**src/rtl/regfile_pkg.sv**
```systemverilog
// Shared widths, register-0 index and grant encoding for the register-file writeback arbiter.
// Used by regfile_wb_arbiter and its optional bypass mux (REGFILE_WB_BYPASS_EN).
package regfile_pkg;

    localparam int DATA_W   = 32;
    localparam int ADDR_W   = 5;
    localparam int ZERO_REG = 0;

    // Wide enough for the largest supported starvation limit (15).
    localparam int WAIT_W   = 4;

    typedef enum logic [1:0] {
        GNT_NONE = 2'b00,
        GNT_0    = 2'b01,
        GNT_1    = 2'b10
    } gnt_e;

    // Fixed priority to req0 unless req1 has already lost MAX_WAIT cycles in a row.
    function automatic gnt_e pick_grant(input logic v0, input logic v1, input logic starved);
        if (v1 && starved) begin
            return GNT_1;
        end else if (v0) begin
            return GNT_0;
        end else if (v1) begin
            return GNT_1;
        end
        return GNT_NONE;
    endfunction

endpackage

```
**src/rtl/regfile_wb_fwd.sv**
```systemverilog
// Read-port bypass mux: substitutes the in-flight RegisterFile write for a matching read index.
// Instantiated by regfile_wb_arbiter only when REGFILE_WB_BYPASS_EN is defined.
module regfile_wb_fwd #(
    parameter int DATA_W = regfile_pkg::DATA_W,
    parameter int ADDR_W = regfile_pkg::ADDR_W
) (
    input  logic              wr_en,
    input  logic [ADDR_W-1:0] wr_rd,
    input  logic [DATA_W-1:0] wr_data,
    input  logic [ADDR_W-1:0] rs,
    input  logic [DATA_W-1:0] rdata,
    output logic [DATA_W-1:0] fwd
);
    import regfile_pkg::*;

    // Register 0 is hard-wired, so a pending write to it must never be forwarded.
    assign fwd = (wr_en && (wr_rd == rs) && (rs != ADDR_W'(ZERO_REG))) ? wr_data : rdata;

endmodule

```
**src/rtl/regfile_wb_arbiter.sv**
```systemverilog
// Two-requester arbiter for the single RegisterFile write port (ALU vs load writeback).
// Define REGFILE_WB_BYPASS_EN to add the rs/rt read-bypass ports (A_fwd/B_fwd).
module regfile_wb_arbiter #(
    parameter int DATA_W   = regfile_pkg::DATA_W,
    parameter int ADDR_W   = regfile_pkg::ADDR_W,
    parameter int MAX_WAIT = 4
) (
    input  logic              clk,
    input  logic              rst,
    input  logic              req0_valid,
    input  logic [ADDR_W-1:0] req0_rd,
    input  logic [DATA_W-1:0] req0_data,
    output logic              req0_ready,
    input  logic              req1_valid,
    input  logic [ADDR_W-1:0] req1_rd,
    input  logic [DATA_W-1:0] req1_data,
    output logic              req1_ready,
    output logic              rf_we,
    output logic [ADDR_W-1:0] rf_rd,
    output logic [DATA_W-1:0] rf_dataIn,
    output logic              starve_q
`ifdef REGFILE_WB_BYPASS_EN
    ,
    input  logic [ADDR_W-1:0] rs,
    input  logic [ADDR_W-1:0] rt,
    input  logic [DATA_W-1:0] A_in,
    input  logic [DATA_W-1:0] B_in,
    output logic [DATA_W-1:0] A_fwd,
    output logic [DATA_W-1:0] B_fwd
`endif
);
    import regfile_pkg::*;

    localparam logic [WAIT_W-1:0] WAIT_MAX = WAIT_W'(MAX_WAIT);

    logic [WAIT_W-1:0] wait_cnt;
    gnt_e              gnt;
    logic [ADDR_W-1:0] win_rd;
    logic [DATA_W-1:0] win_data;

    // NOTE: every signal assigned in always_comb gets a default first, so no path can infer a latch.
    always_comb begin
        gnt = GNT_NONE;
        // Nothing handshakes while reset is held, even with valids already high.
        if (rst) begin
            gnt = pick_grant(req0_valid, req1_valid, wait_cnt == WAIT_MAX);
        end
    end

    assign req0_ready = (gnt == GNT_0);
    assign req1_ready = (gnt == GNT_1);
    assign starve_q   = (wait_cnt == WAIT_MAX);

    assign win_rd   = (gnt == GNT_1) ? req1_rd   : req0_rd;
    assign win_data = (gnt == GNT_1) ? req1_data : req0_data;

    // NOTE: sequential state uses non-blocking assignments so every flop samples pre-edge values.
    always_ff @(posedge clk or negedge rst) begin
        if (!rst) begin
            wait_cnt <= '0;
        end else if (!req1_valid || req1_ready) begin
            wait_cnt <= '0;
        end else if (wait_cnt != WAIT_MAX) begin
            wait_cnt <= wait_cnt + 1'b1;
        end
    end

    // Registered write port: rf_* depend only on flops, never on the valid inputs directly.
    always_ff @(posedge clk or negedge rst) begin
        if (!rst) begin
            rf_we     <= 1'b0;
            rf_rd     <= '0;
            rf_dataIn <= '0;
        end else if (gnt != GNT_NONE) begin
            rf_we     <= (win_rd != ADDR_W'(ZERO_REG));
            rf_rd     <= win_rd;
            rf_dataIn <= win_data;
        end else begin
            rf_we     <= 1'b0;
        end
    end

`ifdef REGFILE_WB_BYPASS_EN
    regfile_wb_fwd #(
        .DATA_W (DATA_W),
        .ADDR_W (ADDR_W)
    ) u_fwd_a (
        .wr_en   (rf_we),
        .wr_rd   (rf_rd),
        .wr_data (rf_dataIn),
        .rs      (rs),
        .rdata   (A_in),
        .fwd     (A_fwd)
    );

    regfile_wb_fwd #(
        .DATA_W (DATA_W),
        .ADDR_W (ADDR_W)
    ) u_fwd_b (
        .wr_en   (rf_we),
        .wr_rd   (rf_rd),
        .wr_data (rf_dataIn),
        .rs      (rt),
        .rdata   (B_in),
        .fwd     (B_fwd)
    );
`endif

endmodule

```
**config.mk**
```make
export PLATFORM = sky130hd
export DESIGN_NAME = regfile_wb_arbiter
export DESIGN_NICKNAME = d
export VERILOG_FILES = /design/src/rtl/regfile_pkg.sv /design/src/rtl/regfile_wb_fwd.sv /design/src/rtl/regfile_wb_arbiter.sv
export SDC_FILE = /design/constraint.sdc
export NUM_CORES = 1
export LEC_CHECK = 0
export BUFFER_PORTS_ARGS = -buffer_cell sky130_fd_sc_hd__clkbuf_2
export CORE_ASPECT_RATIO = 0.7
export CORE_UTILIZATION = 44
export CTS_CLUSTER_DIAMETER = 60
export DETAILED_ROUTE_END_ITERATION = 6
export HOLD_SLACK_MARGIN = 0.06
export PLACE_DENSITY = 0.84
export REMOVE_ABC_BUFFERS = 1
export SKIP_LAST_GASP = 1
export SLEW_MARGIN = 30
export SYNTH_ARGS = -nofsm -noshare
export SYNTH_HDL_FRONTEND = slang
export SYNTH_SLANG_ARGS = --single-unit
```
**constraint.sdc**
```tcl
create_clock -name clk -period 2.3 [get_ports clk]
set_input_delay 0.46 -clock clk [delete_from_list [all_inputs] [get_ports clk]]
set_output_delay 0.46 -clock clk [all_outputs]
set_load 0.02 [all_outputs]
```
Yosys cells after proc, flatten, opt, wreduce, memory -nomap -nowiden. Cells that the tools add are included.

Register bits: 42. Input port bits: 78. Logic and storage cells: 29.

Add/subtract/negate cells: 1. Equal/unequal tests: 4. Multiplexer cells: 14. Reduce and logical (&&, ||, !) cells: 6.

Operators with widths (number): 32-bit 2-to-1 mux (1); 2-bit 2-to-1 mux (5); 4-bit 2-to-1 mux (2); 1-bit 2-to-1 mux (5); 5-bit 2-to-1 mux (1); 5-bit nonzero test (1); 4-bit by 1-bit adder with 4-bit output (second input constant) (1); 4-bit by 3-bit == test with 1-bit output (second input constant) (1); 4-bit by 3-bit inequality test with 1-bit output (second input constant) (1); 2-bit nonzero test (2); 2-bit by 1-bit == test with 1-bit output (second input constant) (1); 2-bit == test (second input constant) (1); 1-bit logical AND (1); 1-bit zero test (1); 1-bit logical OR (1).

Depth between registers and ports, before layout.
Depth in word-level cells: 10. Depth in mapped cells: 8.

Worst setup path before layout. No wires, ideal clock.

Path type: reg-to-output. Start point: register wait_cnt[0]. End point: output req0_ready. Arrival time: 1.541 ns. Data required time: 1.840 ns. Slack: 0.299 ns. Stages on the path, launching flop included: 8. Buffers on the path: 2. Cell sequence: dfrtp_1 inv_1 ha_1 nand3b_4 buf_6 buf_6 inv_1 a21oi_1.

Cells in the longest elaborated chain, start to end: 7.

RTL lines: from (decl) (RTL line regfile_wb_arbiter.sv:36) `logic [WAIT_W-1:0] wait_cnt;`; from (signal assigned) (RTL line regfile_wb_arbiter.sv:64) `wait_cnt <= wait_cnt + 1'b1;`; 4-bit by 3-bit == test with 1-bit output *; net starve_q (RTL line regfile_wb_arbiter.sv:21) `output logic starve_q`; 1-bit logical AND * (RTL line regfile_pkg.sv:20) `if (v1 && starved) begin`; 1-bit 2-to-1 mux (RTL line regfile_pkg.sv:20); 1-bit 2-to-1 mux (RTL line regfile_wb_arbiter.sv:45) `if (rst) begin`; 2-bit 2-to-1 mux * (RTL line regfile_pkg.sv:27) `return GNT_NONE;`; 2-bit 2-to-1 mux * (RTL line regfile_wb_arbiter.sv:45); 2-bit by 1-bit == test with 1-bit output * (RTL line regfile_wb_arbiter.sv:50) `assign req0_ready = (gnt == GNT_0);`; to (decl) (RTL line regfile_wb_arbiter.sv:13) `output logic req0_ready,`.

Mark *: on every way through the listed nets, which the timed path passes. The rest lies on a longest branch. The select of a mux whose other input is x is not followed.

Worst setup path after layout.
Start point: input rst. End point: output req1_ready.

Cells in the longest elaborated chain, start to end: 2.

RTL lines: from (decl) (RTL line regfile_wb_arbiter.sv:9) `input logic rst,`; 2-bit 2-to-1 mux (RTL line regfile_wb_arbiter.sv:45); 2-bit == test (RTL line regfile_wb_arbiter.sv:51) `assign req1_ready = (gnt == GNT_1);`; to (decl) (RTL line regfile_wb_arbiter.sv:17) `output logic req1_ready,`.

Every way passes these cells.

==> run_results.csv <==
group,metric,value,unit
run_status,run_status,"complete, no violations",
timing,final-hold-violation-count,0,
logic_synthesis,synth.top_cell.area_share,48.6,%
grt,grt_max_degree,46,
worst_hold_path,min_from,"req1_data[14]",
detailed_routing,detail_route.first_pass.iterations,4,
grt,grt_usage,25.1,%
flow_run,cap_violations,0,
pwr,p_per_area,671,mW/mm^2
detailed_routing,drc,0,
placement,dpl.hpwl,4410,um
worst_hold_path,hold_end,"rf_dataIn[14]",
worst_hold_path,hold_path_class,"input pin to flip-flop",
logic_synthesis,netlist_instances,173,
logic_synthesis,async_flop_share,100,%
logic_synthesis,synth_common_cells,"42 x dfrtp_1, 37 x a221o_1, 37 x o2111a_1, 12 x clkbuf_1, 7 x buf_2",
timing,hold_ws,390,ps
finish,final_util,66.0,%
setup_path,crit_fanout,11,
clock_tree,h-tree-depth,2,
finish,seqCellArea,0.00105,sq mm
timing,rsz0062_at_grt,"no",
clock_tree,clk_latency,290,ps
logic_synthesis,syn_area_per_cell,12.5,sq um
placement,place_congestion,0.831,
setup_path,worstReg2RegStart,"wait_cnt[0]",
timing,slew_headroom,68.3,%
finish,syn_to_final_growth,38.4,%
logic_synthesis,synth-seq-cells,42,
placement,portBuffers,118,
setup_path,ff2ff_setup_slack,380,ps
grt,antenna_found_initial,0,
logic_synthesis,yosysWarnings,0,
detailed_routing,wl_per_cell,17.4,um
logic_synthesis,synth_top_family_by_area,"compound AO/OA/AOI/OAI gates",
worst_hold_path,hold_depth,2,
logic_synthesis,synth_area_leaders,"dfrtp_1 49%, o2111a_1 19%, a221o_1 17%",
logic_synthesis,yosysUniqueCellTypes,21,
floorplan,num_rows,20,
timing,fmax,455,MHz
finish,fill_cells,355,
finish,n_antenna_cell,0,
timing,setup_viol,0,
clock_tree,cts_sinks,42,
finish,drive_gt1_share,49.7,%
detailed_routing,first_iter_violations,127,
setup_path,critical_path_class,"input pin to primary output",
setup_path,critPathCaptureType,"primary output",
detailed_routing,dr_total_vias,2147,
logic_synthesis,synthSimpleGateAreaFrac,3.99,%
placement,pre_cts_ws,374,ps
floorplan,io_pins,119,
timing,fin_crit,2200,ps
timing,tightest_slew,471,ps
clock_tree,cts_root_buf,"clkbuf_8",
floorplan,initial_utilization,47.7,%
clock_tree,cts_tree,"done",
grt,grt_overflow_total,0,
timing,skew,9.44,ps
logic_synthesis,synth_compound_area_share,37.9,%
detailed_routing,wl,6190,um
detailed_routing,avgViaCountPerCell,6.03,
grt,first_global_vias,2038,
floorplan,die_w,85.8,um
logic_synthesis,synthXorXnorAreaFrac,0.405,%
setup_path,reg2regPathDepth,7,
setup_path,cp_data_required_time,1840,ps
logic_synthesis,synth_top_cell_by_area,"dfrtp_1",
clock_tree,clkTransAtPathRegs,80,ps
logic_synthesis,ys.flop_type,"dfrtp_1",
logic_synthesis,synth-seq-area-share,48.6,%
pwr,leakagePower,1.47,nW
setup_path,arrival,1740,ps
finish,multi_input_area,986,sq um
logic_synthesis,netlist_area,0.00216,sq mm
pwr,ir_drop,0.000374,V
floorplan,core_area,0.00453,sq mm
logic_synthesis,synth.mux.area_fraction,1.45,%
logic_synthesis,synthAdderAreaFrac,1.16,%
detailed_routing,ant_nets,0,
clock_tree,cts_made_buffers,5,
logic_synthesis,synth_edf_count,0,
setup_path,worstReg2RegEnd,"rf_dataIn[20]",
timing,slew_violations,0,
setup_path,worstSetupStartpointType,"input pin",
timing,setup_slack,103,ps
timing,period_share,95.5,%
floorplan,die_h,60.7,um
grt,grt_pass1_wl,9920,um
clock_tree,cts_buffer_depth,2,
logic_synthesis,synthMostInstantiatedCell,"dfrtp_1",
finish,layout.nets,370,
floorplan,dieArea,0.00520,sq mm
[sequential cells by signal (all words and copies together), names as in the netlist]
signal / flops
rf_dataIn: 32
rf_rd: 5
wait_cnt: 4
rf_we: 1
[cell families (layout without fill, tap and decap cells)]
| family | after synthesis | in the layout |
|---|---|---|
| mux | 3 | 3 |
| buf+inv | 29 | 146 |
| simple gates | 16 | 16 |
| fa+ha+maj | 2 | 2 |
| xor+xnor | 1 | 1 |
| compound gates | 80 | 80 |
| flops | 42 | 42 |
[worst max-delay path, cell delays in order]
cell	delay [ps]
dlygate4sd3_1	530
clkbuf_4	230
nand2_1	120
a21oi_4	190
clkbuf_2	200
[metrics by stage]
step | setup TNS [ps] | cell area (sq um) | total power [mW] | std cells
floorplan | -35040 | 2040 | 1.16 | 149
global route | 0 | 2990 | 2.10 | 356
detailed placement | 0 | 2840 | 1.42 | 344
finish | 0 | 2990 | 2.01 | 356
CTS | 0 | 2960 | 2.02 | 352
global placement | 0 | 2840 | 1.41 | 344
[power breakdown]
group | total (mW) | internal [mW] | switching, mW
Clock | 0.594 | 0.347 | 0.246
Combinational | 0.524 | 0.224 | 0.299
Sequential | 0.889 | 0.831 | 0.0581
[timing repair]
action / 4_1_cts / 5_1_grt
gates resized for setup: 0 / 1
setup endpoints to repair: 0 / 2
buffers inserted: 0 / 4
hold buffers: 1 / 0
hold endpoints to repair: 2 / 0
[metal layers]
layer,global-route usage [%],vias up,share of wire (%),routed length [um]
met3,7.35,10,8.6,534
li1,-,970,-,-
met2,39.8,127,43,2660
met1,33.5,1040,47,2910
met4,9.52,0,1.4,85
met5,0,-,0,0
[layout by cell type, fill, tap and decap left out]
cell type and n:
nor4_1 1, nor3_1 5, buf_12 2, bufinv_16 1, dfrtp_1 42, nand3b_4 1, o21ai_2 1, clkbuf_4 1
clkbuf_2 117, nor2_1 4, inv_1 5, clkbuf_8 6, a21boi_0 1, buf_4 13, a21oi_1 3, ha_1 2
mux2i_1 2, o2111a_1 37, mux2_2 1, a21oi_4 1, xnor2_1 1, a221o_1 37, dlygate4sd3_1 1, nand2_1 4
nand3_1 1
[how the worst max path moves through the flow]
stage,from,endpoint,cells past startpoint
detailed placement,wait_cnt[0],rf_we,6
finish,rst,req1_ready,5
floorplan,wait_cnt[0],rf_we,5
global route,rst,req1_ready,5
CTS,rst,req1_ready,5
global placement,wait_cnt[0],rf_dataIn[11],6
[cell type report]
cell class / count / area share (%)
sequential: 42 / 35.1
tap: 66 / 2.76
inverter: 5 / 0.627
timing repair buffer: 134 / 24.8
clock inverter: 1 / 1.00
multi-input combinational: 102 / 33.0
clock buffer: 6 / 2.76
No activity file was read; power rests on OpenSTA's default activity.
